<file path="src/rtl/transrf_b4r5g3_pkg.sv">
// Shared sizing for the nibble-to-row transposing register file.
package transrf_b4r5g3_pkg;
  localparam int B     = 4;
  localparam int R     = 5;
  localparam int G     = 3;
  localparam int RW    = R * B;
  localparam int NSLOT = R * G;
  localparam int CNTW  = $clog2(NSLOT + 1);
  localparam int WCW   = $clog2(R);
  localparam int GW    = $clog2(G);
endpackage

</file>
<file path="src/rtl/transrf_b4r5g3_if.sv">
// Producer/consumer bundle; master is the datapath side, slave is the register file.
interface transrf_b4r5g3_if;
  import transrf_b4r5g3_pkg::*;

  logic          w_en;
  logic [B-1:0]  w_data;
  logic          r_en;
  logic [RW-1:0] r_data;
  logic          rf_full;
  logic          rf_empty;

  modport master (
    output w_en, w_data, r_en,
    input  r_data, rf_full, rf_empty
  );

  modport slave (
    input  w_en, w_data, r_en,
    output r_data, rf_full, rf_empty
  );
endinterface

</file>
<file path="src/rtl/transrf_b4r5g3_ptr.sv">
// Modulo-N incrementing pointer shared by the column, write-row and read-row indices.
module transrf_b4r5g3_ptr #(
  parameter int N = 3,
  parameter int W = 2
) (
  input  logic         clk_w,
  input  logic         rst_n,
  input  logic         inc,
  output logic [W-1:0] val
);
  logic at_last;

  assign at_last = (val == W'(N - 1));

  always_ff @(posedge clk_w or negedge rst_n) begin
    if (!rst_n) begin
      val <= '0;
    end else if (inc) begin
      val <= at_last ? '0 : val + W'(1);
    end
  end
endmodule

</file>
<file path="src/rtl/transrf_b4r5g3.sv">
// Packs R nibbles per row into a G-row flop array and pops whole rows in FIFO order.
module transrf_b4r5g3
  import transrf_b4r5g3_pkg::*;
(
  input  logic             clk_w,
  input  logic             rst_n,
  transrf_b4r5g3_if.slave  bus
);
  logic [CNTW-1:0] cnt;
  logic [WCW-1:0]  wc;
  logic [GW-1:0]   wr;
  logic [GW-1:0]   rr;
  logic [RW-1:0]   mem [G];
  logic [RW-1:0]   r_data_q;
  logic            full;
  logic            empty;
  logic            w_acc;
  logic            r_acc;
  logic            wc_last;

  // Flags decode pre-edge count, so a same-cycle read never frees room for a write
  // and a same-cycle row completion never makes a read legal.
  assign full    = (cnt == CNTW'(NSLOT));
  assign empty   = (cnt < CNTW'(R));
  assign w_acc   = bus.w_en && !full;
  assign r_acc   = bus.r_en && !empty;
  assign wc_last = (wc == WCW'(R - 1));

  assign bus.rf_full  = full;
  assign bus.rf_empty = empty;
  assign bus.r_data   = r_data_q;

  transrf_b4r5g3_ptr #(.N(R), .W(WCW)) u_wc (
    .clk_w (clk_w),
    .rst_n (rst_n),
    .inc   (w_acc),
    .val   (wc)
  );

  transrf_b4r5g3_ptr #(.N(G), .W(GW)) u_wr (
    .clk_w (clk_w),
    .rst_n (rst_n),
    .inc   (w_acc && wc_last),
    .val   (wr)
  );

  transrf_b4r5g3_ptr #(.N(G), .W(GW)) u_rr (
    .clk_w (clk_w),
    .rst_n (rst_n),
    .inc   (r_acc),
    .val   (rr)
  );

  always_ff @(posedge clk_w) begin
    if (w_acc) begin
      mem[wr][int'(wc) * B +: B] <= bus.w_data;
    end
  end

  always_ff @(posedge clk_w or negedge rst_n) begin
    if (!rst_n) begin
      cnt      <= '0;
      r_data_q <= '0;
    end else begin
      cnt <= cnt + CNTW'(w_acc) - (r_acc ? CNTW'(R) : CNTW'(0));
      if (r_acc) begin
        r_data_q <= mem[rr];
      end
    end
  end
endmodule

</file>
<file path="src/flat_wrapper.sv">
// flat-port wrapper written by rule: the top's interface ports become plain ports
module transrf_b4r5g3_flat import transrf_b4r5g3_pkg::*;
  (clk_w, rst_n, bus_w_en, bus_w_data, bus_r_en, bus_r_data, bus_rf_full, bus_rf_empty);
  transrf_b4r5g3_if bus_i ();
  input  logic clk_w;
  input  logic rst_n;
  input wire logic [$bits(bus_i.w_en)-1:0] bus_w_en;
  input wire logic [$bits(bus_i.w_data)-1:0] bus_w_data;
  input wire logic [$bits(bus_i.r_en)-1:0] bus_r_en;
  output wire logic [$bits(bus_i.r_data)-1:0] bus_r_data;
  output wire logic [$bits(bus_i.rf_full)-1:0] bus_rf_full;
  output wire logic [$bits(bus_i.rf_empty)-1:0] bus_rf_empty;
  assign bus_i.w_en = bus_w_en;
  assign bus_i.w_data = bus_w_data;
  assign bus_i.r_en = bus_r_en;
  assign bus_r_data = bus_i.r_data;
  assign bus_rf_full = bus_i.rf_full;
  assign bus_rf_empty = bus_i.rf_empty;
  transrf_b4r5g3 u_core (.clk_w(clk_w), .rst_n(rst_n), .bus(bus_i));
endmodule
</file>
<file path="config.mk">
export PLATFORM = sky130hd
export DESIGN_NAME = transrf_b4r5g3_flat
export DESIGN_NICKNAME = d
export VERILOG_FILES = /design/src/rtl/transrf_b4r5g3_pkg.sv /design/src/rtl/transrf_b4r5g3_if.sv /design/src/rtl/transrf_b4r5g3_ptr.sv /design/src/rtl/transrf_b4r5g3.sv /design/src/flat_wrapper.sv
export SDC_FILE = /design/constraint.sdc
export NUM_CORES = 1
export LEC_CHECK = 0
export CAP_MARGIN = 20
export CORE_MARGIN = 2
export CORE_UTILIZATION = 35
export DETAILED_ROUTE_END_ITERATION = 12
export PLACE_DENSITY = 0.49
export SLEW_MARGIN = 0
export SYNTH_ARGS = -nofsm -noshare
export SYNTH_HDL_FRONTEND = slang
export SYNTH_SLANG_ARGS = --single-unit
</file>
<file path="constraint.sdc">
create_clock -name clk_w -period 2.7 [get_ports clk_w]
set_input_delay 0.405 -clock clk_w [delete_from_list [all_inputs] [get_ports clk_w]]
set_output_delay 0.405 -clock clk_w [all_outputs]
set_load 0.005 [all_outputs]
</file>
==> key figures <==
STA
  • Setup TNS: 0 ns
  • RSZ-0062 raised after global routing: no
  • Worst-margin pin slew: 0.559 ns
  • Final-report hold violation count: 0
  • Clk_skew: roughly 0.0060 ns
  • Final Cycle Share: a little over nine tenths
  • Slew margin rel.: between 60 and 70%
  • Fmax achieved: 392 MHz
  • Min Tclk post-route: between 2 and 3 ns
  • Max Slew Vio Count: 0
  • Setup Viol. Count Final: 0

Final layout
  • Register area: roughly 2600 um^2
  • Multi-input logic area: about 1300 um^2
  • Layout cells sized above 1: ~16%
  • NumNets Final: 349
  • Filler Cell Count: between 1000 and 1500
  • N_diodes: 0
  • Final non-filler cell total: ~480
  • Syn-to-layout area delta: 19.6%

Critical path
  • Worst path cell trace: inv_1, ha_1, ha_1, nand2b_1, or4_1, nor3_1, buf_4
  • CP max stage delay: 0.52 ns
  • Crit-path max FO: 10
  • Worst R2R Path Depth: 7
  • Crit path max-delay cell type: dfrtp_1
  • WP data arrival: around 2.6 ns
  • Critical R2R Capture: u_core.mem[2][19]$_DFFE_PP_
  • Buf+Inv Stages, Crit Path: 2
  • Required time of the worst setup path: approximately 2.8 ns
  • FF-to-FF setup slack: around 0.15 ns
  • R2R Path Start: u_core.u_wc.val[0]$_DFFE_PN0N_
  • Type of the worst setup path: reg -> reg
  • CP Launch Type: flop
  • Crit path capture type: flop
  • Family with the most delay on the worst path: simple AND/OR/NAND/NOR gates
  • Top cell by count, worst path: ha_1

Run
  • Max-cap violation count: 0

Drt
  • DR vias: 2265
  • DRT iter0 DRCs: around 110
  • Drt total wl: a little under 8000 um
  • DRC Markers: 0
  • Detailed Routing Iterations Pass 1: 4
  • WL per Instance: ~16 um
  • Mean number of vias per cell: between 4 and 5
  • Final ANT Viol Nets: 0

Global route
  • GRT Overall Usage: between 10% and 20%
  • Pin count of the biggest net entering global routing: 32
  • First-pass GRT wire length: between 10000 and 15000 um
  • Number of global-route vias before repair: 2345
  • GRT overflow: 0
  • Initial antenna violation count: 0

Power and ir drop
  • Max rail drop VDD: 0.504 mV
  • Pwr per Cell Area: 1110 nW/um^2
  • Leakage: 1.95 nW

Floorplan
  • Number of primary I/O pins: 30
  • DIE WIDTH: ~110 um
  • Die area: 12500 um^2
  • Starting density of the core: between 30% and 40%
  • DIE HEIGHT: 112 um
  • FP Rows: 39
  • Core area: 11400 um^2

Yosys
  • Seq/Total Area, Yosys: a little under two thirds
  • Synth cell types: 34
  • Post-synth top area share: 44.4%
  • Cell taking the most area after synthesis: edfxtp_1
  • Seq cells post-synth: 91
  • Most frequent cells after synthesis: edfxtp_1, dfrtp_1, nand2_1, o21ai_0
  • EDFF count, synth: 60
  • Main area contributors after synthesis: edfxtp_1, dfrtp_1, mux2_4
  • Cell with the most instances after synthesis: edfxtp_1
  • Cells after Synth: around 290
  • Synth async-reset ratio: approximately 34%
  • Dominant synthesized flop cell: edfxtp_1
  • Post-synthesis cell area: between 4000 and 5000 um^2
  • Post-Syn Nets: around 300
  • Yosys warnings: 0
  • Syn Area/Cell: approximately 14 um^2

Placed design
  • Placed Instances: 460
  • Routability Congestion: 0.734
  • IO Port Bufs: 29
  • Post-DP HPWL: between 5000 and 6000 um

CTS
  • TritonCTS clock tree: done
  • Cts-stage hold buffer count: 0
  • CTS max path bufs: 2
  • Setup bufs post-CTS: 0
  • H-tree depth: 3
  • Clock buffer count from CTS: 9
  • Clock root buffer: clkbuf_16
  • Post-CTS Resized: 0
  • Clock latency on the worst-skew pair: around 0.34 ns
  • CTS clk-pin slew, worst paths: about 0.06 ns
  • Clock sinks: 91

Hold path
  • Hold Crit Class: in -> async

Outcome
  • Outcome: finished clean
-- per-stage QoR --
stage	util, %	setup WS (ns)	total power (W)	hold WS, ns	cell area (um^2)
3_5_place_dp	39.9	0.193	0.00412	0.497	4530
2_1_floorplan	-	0.312	0.00341	0.109	4050
6_report	42.7	0.151	0.00540	0.464	4850
4_1_cts	42.7	0.180	0.00547	0.501	4850
3_3_place_gp	39.9	0.232	0.00409	0.491	4530
5_1_grt	42.7	0.0113	0.00576	0.535	4850
-- metal layers --
metal  share of wire [%]  vias to the layer above  routed length [um]  track usage, %
li1                    -                     1112                   -               -
met1                  48                     1092                3700            18.0
met2                  46                       43                3550            20.8
met3                 3.1                       18                 240            2.34
met4                 2.7                        0                 207            7.33
met5                   0                        -                   0               0
-- state kept, by name, indices dropped and copies added, names as in the netlist --
register           count
u_core.mem            60
u_core.bus.r_data     20
u_core.cnt             4
u_core.u_wc.val        3
u_core.u_rr.val        2
u_core.u_wr.val        2
-- report_power, final --
group | internal, W | total [W] | switching, W
clock network | 0.000813 | 0.00133 | 0.000521
registers | 0.00183 | 0.00205 | 0.000218
logic | 0.00109 | 0.00202 | 0.000920
-- cell usage in the layout, fill, tap and decap left out, types with 2 or more instances in the layout --
master           count
o21ai_0             22
or4_1                3
nor4_1               2
o21a_1               2
clkbuf_16            9
inv_1               14
edfxtp_1            60
nor3_1               7
nand2_1             22
nand2b_1             3
nor2_1               6
and3_1              11
dfrtp_1             31
clkdlybuf4s50_1     29
mux2_2               6
mux2i_1             20
bufinv_16            2
and2_1              20
buf_4               13
mux2_4              18
ha_1                12
nor2b_1              3
xnor2_1              3
-- worst max path at each step --
stage	start	to	cells past startpoint
6_report	u_core.u_wc.val[0]$_DFFE_PN0N_	u_core.mem[2][19]$_DFFE_PP_	7
5_1_grt	u_core.u_wc.val[0]$_DFFE_PN0N_	u_core.mem[2][19]$_DFFE_PP_	7
4_1_cts	u_core.u_wc.val[0]$_DFFE_PN0N_	u_core.mem[2][19]$_DFFE_PP_	7
3_5_place_dp	u_core.u_wc.val[0]$_DFFE_PN0N_	u_core.mem[2][19]$_DFFE_PP_	7
3_3_place_gp	u_core.u_wc.val[0]$_DFFE_PN0N_	u_core.mem[2][17]$_DFFE_PP_	7
2_1_floorplan	u_core.u_wc.val[0]$_DFFE_PN0N_	u_core.mem[1][16]$_DFFE_PP_	6
-- logic make-up after synthesis --
family / synth area share [%]
xor gates and xnor gates: 0.648
DFF: 63.6
buffers and inverters: 3.49
muxes: 13.3
AOI/OAI and AO/OA: 3.80
adders and majority gates: 4.20
and+or+nand+nor: 11.0
-- layout make-up --
cell class,count,share of cell area [%]
Multi-Input combinational cell,170,27.5
Tap cell,143,3.69
Sequential cell,91,53.1
Inverter,14,1.08
Timing Repair Buffer,42,8.00
Clock buffer,10,4.72
Clock inverter,6,1.83
Power figures use the tool's default switching activity.
